**src/rtl/booth_seq_divider_16x8_pkg.sv**
```systemverilog
// Shared definitions for the sequential signed divider: default widths and FSM state encoding.
package booth_seq_divider_16x8_pkg;

  localparam int DIV_DW = 16;
  localparam int DIV_VW = 8;

  typedef enum logic [1:0] {
    ST_IDLE = 2'd0,
    ST_CALC = 2'd1,
    ST_FIX  = 2'd2,
    ST_DONE = 2'd3
  } state_t;

endpackage

```
**src/rtl/booth_seq_divider_16x8_step.sv**
```systemverilog
// One restoring-division iteration: shift in the next dividend bit, trial-subtract |D|.
module div_restore_step #(
  parameter int VW = 8
) (
  input  logic [VW:0] i_rem,
  input  logic        i_bit,
  input  logic [VW:0] i_dmag,
  output logic [VW:0] o_rem,
  output logic        o_qbit
);

  logic [VW+1:0] w_shifted;
  logic [VW+1:0] w_dmag_ext;
  logic          w_ge;

  assign w_shifted  = {i_rem, i_bit};
  assign w_dmag_ext = {1'b0, i_dmag};
  assign w_ge       = (w_shifted >= w_dmag_ext);

  // A kept difference is always below |D|, so it fits back into VW+1 bits.
  assign o_qbit = w_ge;
  assign o_rem  = w_ge ? (VW+1)'(w_shifted - w_dmag_ext) : w_shifted[VW:0];

endmodule

```
**src/rtl/booth_seq_divider_16x8.sv**
```systemverilog
// Sequential signed restoring divider (DW-bit dividend / VW-bit divisor), one quotient bit
// per clock plus a sign-fix cycle. Optional macro DIV_ZERO_FAST_EN short-cuts D==0.
module booth_seq_divider_16x8
  import booth_seq_divider_16x8_pkg::*;
#(
  parameter int DW = DIV_DW,
  parameter int VW = DIV_VW
) (
  input  logic                 clk,
  input  logic                 rst,
  input  logic                 in_valid,
  output logic                 in_ready,
  input  logic signed [DW-1:0] N,
  input  logic signed [VW-1:0] D,
  output logic                 out_valid,
  input  logic                 out_ready,
  output logic signed [DW-1:0] Q,
  output logic signed [VW-1:0] R,
  output logic                 dbz
);

  localparam int CW = $clog2(DW + 1);

  state_t        r_state;
  state_t        w_state_next;
  logic [DW-1:0] r_nq;
  logic [VW:0]   r_rem;
  logic [VW:0]   r_dmag;
  logic [VW-1:0] r_n_low;
  logic [CW-1:0] r_cnt;
  logic          r_sign_q;
  logic          r_sign_r;
  logic          r_dbz_pend;
  logic [DW-1:0] r_q;
  logic [VW-1:0] r_r;
  logic          r_dbz;
  logic          r_out_valid;

  logic [DW-1:0] w_n_mag;
  logic [VW:0]   w_d_ext;
  logic [VW:0]   w_d_mag;
  logic          w_d_zero;
  logic [VW:0]   w_rem_next;
  logic          w_qbit;
  logic [VW-1:0] w_rmag;

  // |-2^(DW-1)| is 2^(DW-1), which is exact as an unsigned DW-bit value.
  assign w_n_mag  = N[DW-1] ? -N : N;
  assign w_d_ext  = {D[VW-1], D};
  assign w_d_mag  = D[VW-1] ? -w_d_ext : w_d_ext;
  assign w_d_zero = (D == '0);
  assign w_rmag   = r_rem[VW-1:0];

  div_restore_step #(
    .VW (VW)
  ) u_step (
    .i_rem  (r_rem),
    .i_bit  (r_nq[DW-1]),
    .i_dmag (r_dmag),
    .o_rem  (w_rem_next),
    .o_qbit (w_qbit)
  );

  always_ff @(posedge clk or posedge rst) begin
    if (rst) begin
      r_state <= ST_IDLE;
    end else begin
      r_state <= w_state_next;
    end
  end

  always_comb begin
    w_state_next = r_state;
    in_ready     = 1'b0;
    case (r_state)
      ST_IDLE: begin
        in_ready = 1'b1;
        if (in_valid) begin
`ifdef DIV_ZERO_FAST_EN
          w_state_next = w_d_zero ? ST_FIX : ST_CALC;
`else
          w_state_next = ST_CALC;
`endif
        end
      end
      ST_CALC: begin
        if (r_cnt == CW'(1)) begin
          w_state_next = ST_FIX;
        end
      end
      ST_FIX: begin
        if (r_cnt == '0) begin
          w_state_next = ST_DONE;
        end
      end
      ST_DONE: begin
        if (out_ready) begin
          w_state_next = ST_IDLE;
        end
      end
      default: w_state_next = ST_IDLE;
    endcase
  end

  always_ff @(posedge clk or posedge rst) begin
    if (rst) begin
      r_nq        <= '0;
      r_rem       <= '0;
      r_dmag      <= '0;
      r_n_low     <= '0;
      r_cnt       <= '0;
      r_sign_q    <= 1'b0;
      r_sign_r    <= 1'b0;
      r_dbz_pend  <= 1'b0;
      r_q         <= '0;
      r_r         <= '0;
      r_dbz       <= 1'b0;
      r_out_valid <= 1'b0;
    end else begin
      case (r_state)
        ST_IDLE: begin
          if (in_valid) begin
            r_nq       <= w_n_mag;
            r_rem      <= '0;
            r_dmag     <= w_d_mag;
            r_n_low    <= N[VW-1:0];
            r_sign_q   <= N[DW-1] ^ D[VW-1];
            r_sign_r   <= N[DW-1];
            r_dbz_pend <= w_d_zero;
`ifdef DIV_ZERO_FAST_EN
            // A residual count of 1 makes FIX wait one edge, giving a 2-edge latency.
            r_cnt      <= w_d_zero ? CW'(1) : CW'(DW);
`else
            r_cnt      <= CW'(DW);
`endif
          end
        end
        ST_CALC: begin
          // r_nq shifts dividend bits out at the top and quotient bits in at the bottom.
          r_nq  <= {r_nq[DW-2:0], w_qbit};
          r_rem <= w_rem_next;
          r_cnt <= r_cnt - CW'(1);
        end
        ST_FIX: begin
          if (r_cnt != '0) begin
            r_cnt <= r_cnt - CW'(1);
          end else begin
            r_out_valid <= 1'b1;
            r_dbz       <= r_dbz_pend;
            if (r_dbz_pend) begin
              r_q <= '1;
              r_r <= r_n_low;
            end else begin
              r_q <= r_sign_q ? -r_nq : r_nq;
              r_r <= r_sign_r ? -w_rmag : w_rmag;
            end
          end
        end
        ST_DONE: begin
          if (out_ready) begin
            r_out_valid <= 1'b0;
          end
        end
        default: ;
      endcase
    end
  end

  assign out_valid = r_out_valid;
  assign Q         = r_q;
  assign R         = r_r;
  assign dbz       = r_dbz;

endmodule

```
**config.mk**
```make
export PLATFORM = sky130hd
export DESIGN_NAME = booth_seq_divider_16x8
export DESIGN_NICKNAME = d
export VERILOG_FILES = /design/src/rtl/booth_seq_divider_16x8_pkg.sv /design/src/rtl/booth_seq_divider_16x8_step.sv /design/src/rtl/booth_seq_divider_16x8.sv
export SDC_FILE = /design/constraint.sdc
export NUM_CORES = 1
export LEC_CHECK = 0
export ABC_CLOCK_PERIOD_IN_PS = 2700
export CORE_AREA = 2 2 105 107
export CTS_CLUSTER_SIZE = 10
export DETAILED_ROUTE_END_ITERATION = 8
export DIE_AREA = 0 0 107 109
export GPL_TIMING_DRIVEN = 0
export PLACE_DENSITY = 0.73
export SYNTH_ARGS = -nofsm -noshare
export SYNTH_HDL_FRONTEND = slang
export SYNTH_SLANG_ARGS = --single-unit
```
**constraint.sdc**
```tcl
create_clock -name clk -period 2.7 [get_ports clk]
set_input_delay 0.54 -clock clk [delete_from_list [all_inputs] [get_ports clk]]
set_output_delay 0.54 -clock clk [all_outputs]
set_load 0.01 [all_outputs]
```
After elaboration in Yosys (flattened, before gate mapping):

Cells that the tools add are included.

* input bits: 28
* logic and storage cells: 68
* output and inout port bits: 27
* bits in registers: 78

* add/subtract/negate cells: 6
* eq/ne operators: 10
* bitwise logic cells: 2
* $lt $le $gt $ge: 1
* multiplexer cells: 23
* reduce and logical (&&, ||, !) cells: 13

Operators with widths (number)
* two-way mux 16 bit: 4
* negation 16 bit: 2
* one-hot mux 16 bit (2 select lines): 1
* two-way mux 9 bit: 3
* one-hot mux 9 bit (2 select lines): 1
* two-way mux 8 bit: 2
* one-hot mux 5 bit (3 select lines): 1
* inequality test 2 bit, second input constant: 6
* greater-or-equal comparator 10 x 9 -> 1 bit: 1
* two-way mux 5 bit: 2
* negation 9 bit: 1
* subtractor 9 bit: 1
* zero test 8 bit: 1
* two-way mux 2 bit: 4
* negation 8 bit: 1
* one-hot mux 2 bit (4 select lines): 1
* AND reduction 2 bit: 3
* AND reduction 3 bit: 2
* == test 5 x 1 -> 1 bit, second input constant: 1
* zero test 5 bit: 1
* nonzero test 5 bit: 1
* subtractor 5 x 1 -> 5 bit, second input constant: 1
* == test 2 bit, second input constant: 2
* AND reduction 4 bit: 1
* 8 further kinds: 11

Logic depth before layout (Yosys ltp):

Gate-level depths: netlist of run 1.

* depth in word-level cells: 4
* depth in mapped cells: 11
* depth with buffers taken out: 10

Cells and area by module:

A second synthesis of run 1 with hierarchy kept.

* cells, all modules: 533
* area total of the unflattened synthesis: 4837.1 sq um

Modules (own cells, without submodules)
* booth_seq_divider_16x8: seq. area each 1951.9 sq um, cells an instance 447, instances 1, area each 4164.0 sq um
* div_restore_step: seq. area each 0.0 sq um, cells an instance 86, instances 1, area each 673.1 sq um

Worst setup path before layout of run 1:

No wires, ideal clock.

* path type: flip-flop to flip-flop
* start: register r_nq[15]
* end: register r_rem[5]
* slack: 398 ps
* stages on the path, launching flop included: 11
* required time: 2574 ps
* library setup time: 126 ps
* data arrival time: 2176 ps
* path buffers: 1
* period minus slack after synthesis: 2302 ps
* cell sequence: dfrtp_1 inv_1 ha_1 inv_1 fa_1 a211oi_1 o21ai_0 o2111ai_1 a21oi_1 buf_2 a221o_1

* word-level cells in the longest chain between the ends: 3
* elaborated cells between the ends (all ways): 4
* classes of those cells: add/sub: 1; order compare: 1; mux: 2

Ends and longest elaborated chain
* start, declared: line booth_seq_divider_16x8.sv:26 `logic [DW-1:0] r_nq;`
* start signal, assigned: line booth_seq_divider_16x8.sv:123 `r_nq <= w_n_mag;`
* start signal, assigned: line booth_seq_divider_16x8.sv:140 `r_nq <= {r_nq[DW-2:0], w_qbit};`
* subtractor 9 bit / greater-or-equal comparator 10 x 9 -> 1 bit (equally long branches): line booth_seq_divider_16x8_step.sv:22, booth_seq_divider_16x8_step.sv:18
* two-way mux 9 bit *: line booth_seq_divider_16x8_step.sv:22 `assign o_rem = w_ge ? (VW+1)'(w_shifted - w_dmag_ext) : w_shifted[VW:0];`
* one-hot mux 9 bit (2 select lines) *: line booth_seq_divider_16x8.sv:120 `case (r_state)`
* end signal, assigned: line booth_seq_divider_16x8.sv:141 `r_rem <= w_rem_next;`
* end, declared: line booth_seq_divider_16x8.sv:27 `logic [VW:0] r_rem;`

Mark *: on every way between the ends. The rest lies on a longest branch, timed or not.
A chain may end at the register's enable or synchronous reset.

Worst setup path after layout of run 1:

* start: input N[7]
* end: register r_nq[13]

* word-level cells in the longest chain between the ends: 4

Ends and longest elaborated chain
* start, declared: line booth_seq_divider_16x8.sv:13 `input logic signed [DW-1:0] N,`
* negation 16 bit: line booth_seq_divider_16x8.sv:48 `assign w_n_mag = N[DW-1] ? -N : N;`
* two-way mux 16 bit: line booth_seq_divider_16x8.sv:48
* two-way mux 16 bit: line booth_seq_divider_16x8.sv:122 `if (in_valid) begin`
* one-hot mux 16 bit (2 select lines): line booth_seq_divider_16x8.sv:120

No other way between the ends. The select of a mux whose other input is x is not followed.

==> results.py, run 1 <==
metrics = {
    "logic_synthesis": {
        "synth_top_family_by_area": "compound AO/OA/AOI/OAI gates",
        "synth_xor_area_share_pct": 8.30,
        "synth_adder_area_share_pct": 6.09,
        "syn-num-nets": 566,
        "synth_mux_area_share_pct": 5.15,
        "synthArstFlopShare_pct": 100,
        "ys_warn_count": 0,
        "synth_compound_area_share_pct": 19.2,
        "synth.avg_cell_area_um2": 9.00,
        "ys_ff_latch": 78,
        "syn_inst": 516,
        "synth_cell_types": 53,
        "synth-simple-area-share_pct": 15.0,
        "synth_ff_type": "dfrtp_1",
        "synth_edf_count": 0,
        "syn_area_mm2": 0.00464,
        "synth_seq_area_share_pct": 42.0,
    },
    "floorplanning": {
        "start_util_pct": 43.8,
        "die_h_um": 109,
        "die_area_mm2": 0.0117,
        "rows": 38,
        "io_pins": 55,
        "coreArea_mm2": 0.0106,
        "die_w_um": 107,
    },
    "grt": {
        "track_usage_pct": 20.6,
        "antenna_found_initial": 0,
        "grt-ovfl-total": 0,
        "grt_pass1_vias": 3968,
        "grt_max_degree": 70,
        "grt_first_pass_wirelength_um": 19100,
    },
    "pwr": {
        "clockPowerShare_pct": 12.9,
        "power.leakage_nw": 2.40,
        "power.switching_mw": 2.98,
        "combPwrFrac_pct": 55.1,
        "p_int_mw": 3.88,
        "power_mw": 6.85,
        "switching_share_pct": 43.4,
        "seq_power_share_pct": 32.1,
        "p_per_area_mw_per_mm2": 1220,
        "ir_worst_vdd_v": 0.000490,
    },
    "setup_path": {
        "path_class": "input port to register",
        "crit_buf_inv": 1,
        "endpoint_kind": "register",
        "max_stage_delay_ns": 0.59,
        "crit_arrival_ns": 2.72,
        "crit_required_ns": 2.95,
        "cp-start-kind": "input port",
        "crit_path_max_fanout": 5,
        "path_cells": "clkdlybuf4s50_1 -> or4_4 -> or3_4 -> nor3_1 -> nand2b_1 -> xor2_1 -> o31ai_1",
        "cp_slowest_cell": "or4_4",
        "path_delay_family": "simple AND/OR/NAND/NOR gates",
    },
    "sta": {
        "whs_ns": 0.432,
        "tightest_slew_ns": 0.672,
        "fin_setup_tns_ns": 0,
        "layout_setup_ws_ns": 0.226,
        "maxSlewViolCount": 0,
        "skew_ns": 0.00771,
        "fmax_mhz": 404,
        "finalHoldViolations": 0,
        "fin_crit_ns": 2.47,
        "final-setup-viol-count": 0,
        "fin_crit_sh_pct": 91.6,
        "relSlewSlack_pct": 55.2,
        "grt_setup_unrepaired": "no",
    },
    "detailed_routing": {
        "wl_per_cell_um": 15.5,
        "drt_iter0_drc": 278,
        "vias": 4003,
        "viasPerCell": 5.51,
        "firstDrtPassIters": 4,
        "drc": 0,
        "ant_nets": 0,
        "wl_um": 11300,
    },
    "finish": {
        "layout_common_cells": "dfrtp_1 (78), nand2_1 (66), o21ai_0 (66)",
        "syn2layout_area_growth_pct": 20.6,
        "final_common_cell": "dfrtp_1",
        "fin_util_pct": 52.8,
        "final_net_count": 632,
        "layout-drive-gt1-share_pct": 6.30,
        "layout.cells.non_filler": 727,
        "postLayoutCellArea_mm2": 0.00560,
        "diodes": 0,
    },
    "clock_tree": {
        "cts_tree": "done",
        "cts_max_level": 3,
        "root_buffer": "clkbuf_8",
        "hold_buffers": 0,
        "cts.sinks": 78,
        "clk_pin_slew_ns": 0.08,
        "cts_buffer_depth": 2,
        "cts_buffers": 9,
        "clk_latency_ns": 0.35,
    },
    "hold_path": {
        "hold_class": "input port to asynchronous set/reset pin",
    },
    "status": {
        "status": "completed",
    },
    "place": {
        "dp_slack_ns": -0.121,
        "numPortBuffers": 53,
        "globalplace.congestion": 0.919,
        "hpwl_um": 8700,
        "dp.cells": 710,
        "detailed_place.area_mm2": 0.00538,
    },
    "job": {
        "maxCapViolCount": 0,
    },
}
synth_stat cells (all sizes together) (2+ instances only):
cell | instances | area, um^2
a21oi | 21 | 105
a22o | 3 | 26.3
clkbuf | 21 | 78.8
buf | 3 | 13.8
o31ai | 10 | 75.1
mux2i | 16 | 160
nor2 | 40 | 150
or3 | 5 | 36.3
mux2 | 7 | 78.8
dfrtp | 78 | 1950
a31oi | 12 | 75.1
o21a | 3 | 22.5
o41ai | 8 | 77.6
o21ai | 69 | 345
nand3b | 3 | 22.5
a21boi | 3 | 22.5
nand2b | 4 | 25.0
nor4 | 2 | 18.8
nand4 | 2 | 12.5
ha | 21 | 263
a221oi | 2 | 17.5
nor3 | 8 | 40.0
inv | 27 | 101
nand3 | 5 | 25.0
xnor2 | 23 | 201
a211o | 2 | 17.5
xor2 | 21 | 184
nand2 | 66 | 248
o21bai | 2 | 15.0
or4 | 5 | 41.3
nor2b | 7 | 43.8
and3 | 2 | 12.5
state kept, by name, summed over array words and instances (netlist names):
name        count
Q              16
r_nq           16
r_dmag          9
r_rem           9
R               8
r_n_low         8
r_cnt           5
r_state         2
dbz             1
out_valid       1
r_dbz_pend      1
r_sign_q        1
r_sign_r        1
kinds of logic (layout without fill, tap and decap cells):
kind of cell,count (synthesis),after routing
buffers and inverters,51,122
AO/OA/AOI/OAI,146,146
adder cells (fa/ha/maj),22,22
multiplexers,23,23
AND/OR/NAND/NOR,152,152
flip-flops,78,78
XOR/XNOR,44,44
final timing paths:
kind | cells past startpoint | to | start | slack, ns
setup / recovery | 7 | r_nq[13] | N[7] | 0.23
hold / removal | 2 | r_cnt[2] | rst | 0.43
setup reg to reg | 11 | r_nq[0] | r_nq[15] | 0.24
hold reg to reg | 2 | Q[10] | Q[10] | 0.48
max in group asynchronous | 3 | r_dmag[0] | rst | 1.71
min in group clk | 2 | Q[10] | Q[10] | 0.48
metal layers:
| layer | part of all wire, % | wire length [um] | vias to the layer above | track usage (%) |
|---|---|---|---|---|
| met1 | 46 | 5170 | 1911 | 26.8 |
| met4 | 1.6 | 175 | 0 | 5.38 |
| li1 | - | - | 1946 | - |
| met5 | 0 | 0 | - | 0 |
| met2 | 48 | 5360 | 126 | 34.8 |
| met3 | 5.0 | 568 | 20 | 4.72 |
worst reg2reg max path, stage by stage, from the launching register on:
cell	delay, ns
dfrtp_1	0.38
inv_2	0.12
ha_1	0.20
inv_1	0.06
fa_2	0.37
a211oi_2	0.31
o21ai_0	0.13
o2111ai_1	0.13
a21oi_2	0.14
buf_4	0.21
o21ai_1	0.17
o21ai_0	0.10
final cells by class:
type / count / area, um^2
multi-input cells: 387 / 2510
clock inverters: 5 / 56.3
inverters: 27 / 104
well taps: 140 / 175
plain buffers: 24 / 95.1
flip-flops and latches: 78 / 1950
clock buffers: 11 / 141
fillers: 961 / 5000
repair buffers: 55 / 566
power by group through the flow:
stage / combinational [mW] / clock (mW) / sequential, mW
after floorplan: 2.55 / 0 / 2.14
after global placement: 3.58 / 0 / 2.17
after detailed placement: 3.68 / 0 / 2.21
after CTS: 3.71 / 0.898 / 2.19
after global routing: 4.23 / 0.951 / 2.27
final: 3.77 / 0.881 / 2.20
timing repair:
| item | in CTS | in global routing |
|---|---|---|
| pin swaps | 0 | 1 |
| resized for setup | 1 | 6 |
| setup buffers | 0 | 1 |
| setup endpoints to repair | 4 | 8 |
Power figures use the tool's default switching activity.
==> inputs of run 2 (changes only) <==
--- a/config.mk
+++ b/config.mk
@@ -7,11 +7,14 @@
 export LEC_CHECK = 0
 export ABC_CLOCK_PERIOD_IN_PS = 2700
 export CORE_AREA = 2 2 105 107
+export CTS_CLUSTER_DIAMETER = 150
 export CTS_CLUSTER_SIZE = 10
 export DETAILED_ROUTE_END_ITERATION = 8
 export DIE_AREA = 0 0 107 109
+export DONT_BUFFER_PORTS = 1
 export GPL_TIMING_DRIVEN = 0
-export PLACE_DENSITY = 0.73
+export PLACE_DENSITY = 0.66
+export RECOVER_POWER = 100
 export SYNTH_ARGS = -nofsm -noshare
 export SYNTH_HDL_FRONTEND = slang
 export SYNTH_SLANG_ARGS = --single-unit
==> results.py, run 2 (synthesis results as in run 1) <==
metrics = {
    "status": {
        "status": "completed",
    },
    "sta": {
        "finalHoldViolations": 0,
        "layout_setup_ws_ns": 0.176,
        "maxSlewViolCount": 0,
        "fin_crit_ns": 2.52,
        "tightest_slew_ns": 0.942,
        "whs_ns": 0.263,
        "relSlewSlack_pct": 37.2,
        "final-setup-viol-count": 0,
        "grt_setup_unrepaired": "no",
        "fmax_mhz": 396,
        "skew_ns": 0.00902,
        "fin_crit_sh_pct": 93.5,
    },
    "clock_tree": {
        "cts_buffers": 9,
        "cts.sinks": 78,
        "post-cts-setup-buffers": 0,
        "cts_max_level": 3,
        "clk_latency_ns": 0.36,
        "root_buffer": "clkbuf_8",
        "clk_pin_slew_ns": 0.08,
        "cts_buffer_depth": 2,
        "cts_tree": "done",
    },
    "setup_path": {
        "cp-start-kind": "register",
        "max_stage_delay_ns": 0.42,
        "reg2reg_from": "r_nq[15]",
        "endpoint_kind": "register",
        "crit_arrival_ns": 2.76,
        "crit_path_end": "r_rem[5]",
        "r2r-end": "r_rem[5]",
        "cp-startpoint": "r_nq[15]",
        "crit_required_ns": 2.94,
        "regToRegSetupSlack_ns": 0.18,
        "crit_path_max_fanout": 10,
        "path_class": "register to register",
        "path_cells": "inv_4 -> ha_1 -> inv_1 -> fa_1 -> a211oi_2 -> o21ai_0 -> o2111ai_1 -> a21oi_2 -> buf_4 -> a221o_1",
        "r2r_cells": 10,
        "cp_slowest_cell": "fa_1",
    },
    "pwr": {
        "p_per_area_mw_per_mm2": 1300,
        "power_mw": 6.58,
        "power.leakage_nw": 2.20,
        "ir_worst_vdd_v": 0.000525,
    },
    "hold_path": {
        "hold_class": "input port to register",
        "min_from": "in_valid",
    },
    "floorplanning": {
        "die_area_mm2": 0.0117,
        "die_h_um": 109,
        "coreArea_mm2": 0.0106,
        "io_pins": 55,
        "rows": 38,
        "die_w_um": 107,
        "start_util_pct": 43.8,
    },
    "grt": {
        "grt_first_pass_wirelength_um": 18400,
        "grt_max_degree": 70,
        "use_met2_pct": 33.4,
        "track_usage_pct": 20.2,
        "grtUsageMet1_pct": 27.1,
        "use_met3_pct": 4.30,
        "grt-ovfl-total": 0,
        "antenna_found_initial": 0,
        "grt_pass1_vias": 3688,
        "grt_busiest_layer": "met2",
    },
    "place": {
        "hpwl_um": 8580,
        "dp_slack_ns": -0.0112,
        "numPortBuffers": 0,
        "globalplace.congestion": 0.912,
    },
    "detailed_routing": {
        "viasPerCell": 5.55,
        "drc": 0,
        "firstDrtPassIters": 5,
        "drt_iter0_drc": 285,
        "vias": 3742,
        "wl_um": 11300,
        "wl_per_cell_um": 16.8,
        "ant_nets": 0,
    },
    "finish": {
        "layout-drive-gt1-share_pct": 6.55,
        "final_common_cell": "dfrtp_1",
        "fin_util_pct": 47.9,
        "final_net_count": 579,
        "diodes": 0,
        "syn2layout_area_growth_pct": 9.27,
        "layout_common_cells": "dfrtp_1 (78), nand2_1 (66), o21ai_0 (66)",
    },
    "job": {
        "maxCapViolCount": 0,
    },
}
## run 2: changes by cell type in the layout (fill, tap and decap cells not counted), sizes merged
cell / previous run / this run
clkinvlp: 1 / 2
dlygate4sd3: 0 / 1
clkdlybuf4s50: 53 / 0
bufinv: 1 / 2
inv: 28 / 27
buf: 5 / 2
clkbuf: 32 / 34
clkinv: 2 / 1
## run 2: stage by stage
stage	instance area [um^2]	TNS, ns	std cells
floorplan	4640	0	516
global placement	4820	-49.63	656
detailed placement	4850	-0.0188	657
CTS	5090	0	674
global route	5070	0	674
finish	5070	0	674
## run 2: critical path: cells and delay by family, from the launching register on
family / cells / cell delay, ns
fa+ha+maj: 2 / 0.60
compound gates: 5 / 1.06
buf+inv: 3 / 0.38
flops: 1 / 0.40
## run 2: final cells by class
class	count	area (um^2)
plain buffers	24	95.1
multi-input cells	387	2510
inverters	27	105
well taps	140	175
repair buffers	2	17.5
fillers	1018	5530
clock inverters	5	81.3
clock buffers	11	141
flip-flops and latches	78	1950
## run 2: repair_timing
item / 4_1_cts / 5_1_grt
hold buffers: 1 / 0
hold endpoints to repair: 9 / 0
pin swaps: 0 / 1
endpoints found under the setup margin: 5 / 8
gates resized for setup: 1 / 7
gates cloned: 0 / 0
## run 2: how the worst min path moves through the flow
stage	end	slack, ns	cells past startpoint
finish	r_dmag[8]	0.26	1
global route	r_dmag[8]	0.25	1
CTS	r_dmag[8]	0.25	1
detailed placement	out_valid	0.33	1
global placement	r_dmag[7]	0.47	2
floorplan	r_dmag[7]	0.45	2
## run 2: where the power goes
part / total, mW / internal (mW) / switching, mW
sequential: 2.31 / 1.70 / 0.611
clock: 0.990 / 0.548 / 0.441
combinational: 3.28 / 1.38 / 1.90
## run 2: metal layers
metal / routed length [um] / vias to the layer above
li1: - / 1836
met1: 5300 / 1794
met2: 5340 / 98
met3: 572 / 14
met4: 136 / 0
met5: 0 / -
==> inputs of run 3 (changes only) <==
--- a/config.mk
+++ b/config.mk
@@ -6,14 +6,17 @@
 export NUM_CORES = 1
 export LEC_CHECK = 0
 export ABC_CLOCK_PERIOD_IN_PS = 2700
-export CORE_AREA = 2 2 105 107
+export CELL_PAD_IN_SITES_DETAIL_PLACEMENT = 1
+export CELL_PAD_IN_SITES_GLOBAL_PLACEMENT = 2
+export CORE_AREA = 2 2 110 112
+export CTS_BUF_LIST = sky130_fd_sc_hd__clkbuf_4
 export CTS_CLUSTER_DIAMETER = 150
 export CTS_CLUSTER_SIZE = 10
 export DETAILED_ROUTE_END_ITERATION = 8
-export DIE_AREA = 0 0 107 109
+export DIE_AREA = 0 0 112 114
 export DONT_BUFFER_PORTS = 1
 export GPL_TIMING_DRIVEN = 0
-export PLACE_DENSITY = 0.66
+export PLACE_DENSITY = 0.88
 export RECOVER_POWER = 100
 export SYNTH_ARGS = -nofsm -noshare
 export SYNTH_HDL_FRONTEND = slang
==> constraint.sdc (replaced) <==
create_clock -name clk -period 2.7 [get_ports clk]
set_input_delay 0.54 -clock clk [delete_from_list [all_inputs] [get_ports clk]]
set_output_delay 0.54 -clock clk [all_outputs]
set_load 0.1 [all_outputs]
==> results.py, run 3 (synthesis results as in run 1) <==
metrics = {
    "status": {
        "status": "completed",
    },
    "clock_tree": {
        "cts.sinks": 78,
        "root_buffer": "clkbuf_4",
        "cts_buffers": 9,
        "clk_latency_ns": 0.43,
        "cts_max_level": 3,
        "cts_buffer_depth": 2,
        "clk_pin_slew_ns": 0.13,
        "cts_tree": "done",
    },
    "setup_path": {
        "path_class": "register to register",
        "regToRegSetupSlack_ns": 0.18,
        "reg2reg_from": "r_nq[15]",
        "crit_path_max_fanout": 10,
        "path_cells": "inv_2 -> ha_1 -> inv_1 -> fa_1 -> a211oi_2 -> o21ai_0 -> o2111ai_1 -> a21oi_2 -> clkbuf_4 -> o311ai_0",
        "cp-start-kind": "register",
        "endpoint_kind": "register",
        "crit_required_ns": 3.02,
        "crit_arrival_ns": 2.84,
        "crit_buf_inv": 3,
        "max_stage_delay_ns": 0.42,
        "path_delay_family": "compound AO/OA/AOI/OAI gates",
        "cp_slowest_cell": "fa_1",
        "r2r-end": "r_rem[2]",
        "r2r_cells": 10,
    },
    "grt": {
        "grt_first_pass_wirelength_um": 20900,
        "use_met3_pct": 4.46,
        "antenna_found_initial": 0,
        "grtUsageMet1_pct": 27.0,
        "grt_busiest_layer": "met2",
        "track_usage_pct": 20.7,
        "grt-ovfl-total": 0,
        "grt_max_degree": 66,
        "grt_pass1_vias": 4035,
        "use_met2_pct": 35.0,
    },
    "finish": {
        "layout.cells.non_filler": 681,
        "layout_common_cells": "dfrtp_1 (78), o21ai_0 (68), nand2_1 (66)",
        "syn2layout_area_growth_pct": 7.76,
        "final_common_cell": "dfrtp_1",
        "fin_util_pct": 42.7,
        "diodes": 0,
        "final_net_count": 579,
        "layout-drive-gt1-share_pct": 6.55,
    },
    "sta": {
        "grt_setup_unrepaired": "no",
        "finalHoldViolations": 0,
        "final-setup-viol-count": 0,
        "fin_crit_ns": 2.52,
        "fin_crit_sh_pct": 93.3,
        "maxSlewViolCount": 0,
        "tightest_slew_ns": 0.943,
        "relSlewSlack_pct": 37.1,
        "skew_ns": 0.0115,
        "whs_ns": 0.168,
        "fmax_mhz": 397,
    },
    "hold_path": {
        "holdPathStages": 1,
        "hold_path_end": "r_dmag[8]",
        "min_from": "in_valid",
        "hold_class": "input port to register",
    },
    "floorplanning": {
        "io_pins": 55,
        "rows": 40,
        "die_area_mm2": 0.0128,
        "start_util_pct": 39.7,
        "coreArea_mm2": 0.0117,
        "die_h_um": 114,
        "die_w_um": 112,
    },
    "detailed_routing": {
        "wl_um": 12900,
        "wl_per_cell_um": 19.0,
        "viasPerCell": 5.63,
        "firstDrtPassIters": 4,
        "ant_nets": 0,
        "drc": 0,
        "drt_iter0_drc": 151,
        "vias": 3834,
    },
    "place": {
        "dp.cells": 664,
        "globalplace.congestion": 0.851,
        "numPortBuffers": 0,
        "hpwl_um": 9820,
    },
    "job": {
        "maxCapViolCount": 0,
    },
}
[run 3: changes by cell type in the layout (fill, tap and decap cells not counted), moves of 2 or more]
| cell | change |
|---|---|
| clkbuf_1 | -2 |
| clkbuf_4 | +12 |
| clkbuf_8 | -10 |
| clkinv_1 | +3 |
| o21ai_0 | +2 |
| o21ai_1 | -2 |
[run 3: final cells by class]
cell class	count	area, um^2
Clock buffer	11	82.6
Clock inverter	5	50.0
Buffer	24	96.3
Sequential cell	78	1950
Inverter	27	103
Tap cell	147	184
Timing Repair Buffer	2	17.5
Fill cell	1406	6710
Multi-Input combinational cell	387	2520
[run 3: worst max path at each step]
stage          cells past startpoint        to        from
2_1_floorplan                      1      Q[0]         rst
3_3_place_gp                       1      R[3]         rst
3_5_place_dp                       7  r_nq[15]  r_state[1]
4_1_cts                           10  r_rem[2]    r_nq[15]
5_1_grt                            8  r_rem[8]    r_rem[4]
6_report                          10  r_rem[2]    r_nq[15]
[run 3: routing by layer]
metal  up-vias  wire length (um)
met3        19               520
met4         0               203
met5         -                 0
li1       1844                 -
met2        73              6300
met1      1898              5900
[run 3: worst reg2reg max path, stage by stage (launching register included)]
cell	delay, ns
dfrtp_1	0.39
inv_2	0.13
ha_1	0.19
inv_1	0.06
fa_1	0.42
a211oi_2	0.26
o21ai_0	0.14
o2111ai_1	0.15
a21oi_2	0.14
clkbuf_4	0.23
o311ai_0	0.31
[run 3: timing repair]
item,CTS,global route
hold endpoints to repair,13,0
resized for setup,2,6
hold buffers,1,0
cloned,0,0
buffers inserted,0,0
endpoints found under the setup margin,32,7
[run 3: per-stage QoR]
stage	setup WS [ns]	TNS [ns]	instance area (um^2)
global placement	-0.724	-57.46	4830
global route	0.0478	0	5000
detailed placement	-0.266	-3.54	4860
finish	0.182	0	5000
floorplan	0.165	0	4640
CTS	0.0587	0	5010
Power of run 3 is not shown: default switching activity piles up to over one toggle a cycle in this logic, so the estimate is an artifact.
==> RTL change: new RTL, flow settings as in run 2 <==
The 4 states of `state_t` get a one-hot encoding in 4 bits.
--- a/src/rtl/booth_seq_divider_16x8_pkg.sv
+++ b/src/rtl/booth_seq_divider_16x8_pkg.sv
@@ -5,9 +5,9 @@
   localparam int DIV_VW = 8;
 
-  typedef enum logic [1:0] {
-    ST_IDLE = 2'd0,
-    ST_CALC = 2'd1,
-    ST_FIX  = 2'd2,
-    ST_DONE = 2'd3
+  typedef enum logic [3:0] {
+    ST_IDLE = 4'b0001,
+    ST_CALC = 4'b0010,
+    ST_FIX  = 4'b0100,
+    ST_DONE = 4'b1000
   } state_t;
 
Behaviour: no difference found for any inputs over 10 cycles, from zero or initial values and one cycle with rst high; not proved beyond that.
==> RTL change against run 2 <==
- sequential cell count rose by 2
- setup slack lost 0.0034 ns
- via count rose by 6.2%
- total power decreased by 1.9%
- final area up 2.3%
- area after synthesis grew 3.2%
- final cell count increased by 1.6%
- maximum frequency decreased by 0.13%
- wire length is 5.4% higher
==> RTL change: results (changes against run 2) <==
layout:
  buffers_excl_clock: 28  # +7.7%
  layout.nonclk_buf_share_pct: 2.60  # +0.38 points
  syn_to_final_growth_pct: 8.33
  seq_cell_count: 80  # +2.6%
  multi_input_area_um2: 2560  # +2.0%
  final-seq-area_um2: 2000  # +2.6%
  clock_buffers: 9  # -2
  multi_input_area_share_pct: 49.3  # -0.11 points
  fin_util_pct: 48.9  # +1.1 points
  clock_cell_area_share_pct: 4.22  # -0.17 points
  instances_no_fill: 685  # +1.6%
  layout-drive-gt1-share_pct: 7.52  # +0.97 points
min_path:
  min_path_cells: 2  # +1
  hp-start: "N[7]"
detailed_routing:
  post_drt_wl_per_cell_um: 17.5  # +3.7%
  drt_iter0_drc: 225  # -21%
global_route:
  grt_pass1_wl_mm: 19.7  # +7.1%
  grt_max_degree: 65  # -7.1%
worst_setup_path:
  crit_slowest_cell: "o21ai_1"
  path_max_fanout: 8  # -2
  r2r_end: "r_rem[2]$_DFFE_PP0P_"
placed_design:
  gp_routability_congestion: 0.848  # -6.9%
  dp_hpwl_mm: 9.06  # +5.6%
  place_ws_ns: 0.190  # +0.201 ns
synthesis:
  synth-compound-area-share_pct: 19.7  # +0.46 points
  synth-xor-area-share_pct: 7.68  # -0.62 points
  ys_top_cells_by_count: "dfrtp_1 (79), nand2_1 (71), o21ai_0 (52)"
sta:
  relSlewSlack_pct: 41.0  # +3.7 points
  period_needed_ns: 2.53  # +0.00337 ns
pwr:
  peakVddDrop_mv: 0.666  # +27%
  power.leakage_nw: 2.27  # +3.3%
run_status:
  status: "completed"
==> RTL change: cell types whose count changed in the layout (fill, tap and decap cells not counted), moves of 5 or more <==
cell	delta
a22oi_1	+11
ha_1	-5
mux2_2	-7
mux2i_1	-6
nand2_1	+5
nand4_1	+6
o211ai_1	+6
o21ai_0	-13
or3_1	+5
xnor2_1	-13
xor2_1	+11
==> RTL change: metal layers <==
metal / vias up / GRT usage, % / wire length (um)
li1: 1919 / - / -
met1: 1937 / 27.5 / 5350
met2: 100 / 38.0 / 5840
met3: 17 / 4.06 / 535
met4: 0 / 8.16 / 230
met5: - / 0 / 0
==> RTL change: power groups by stage <==
stage	Sequential, mW	Clock [mW]	Combinational, mW
2_1_floorplan	2.17	0	2.48
3_3_place_gp	2.31	0	3.06
3_5_place_dp	2.34	0	3.15
4_1_cts	2.31	1.02	3.17
5_1_grt	2.40	1.07	3.57
6_report	2.31	0.996	3.14
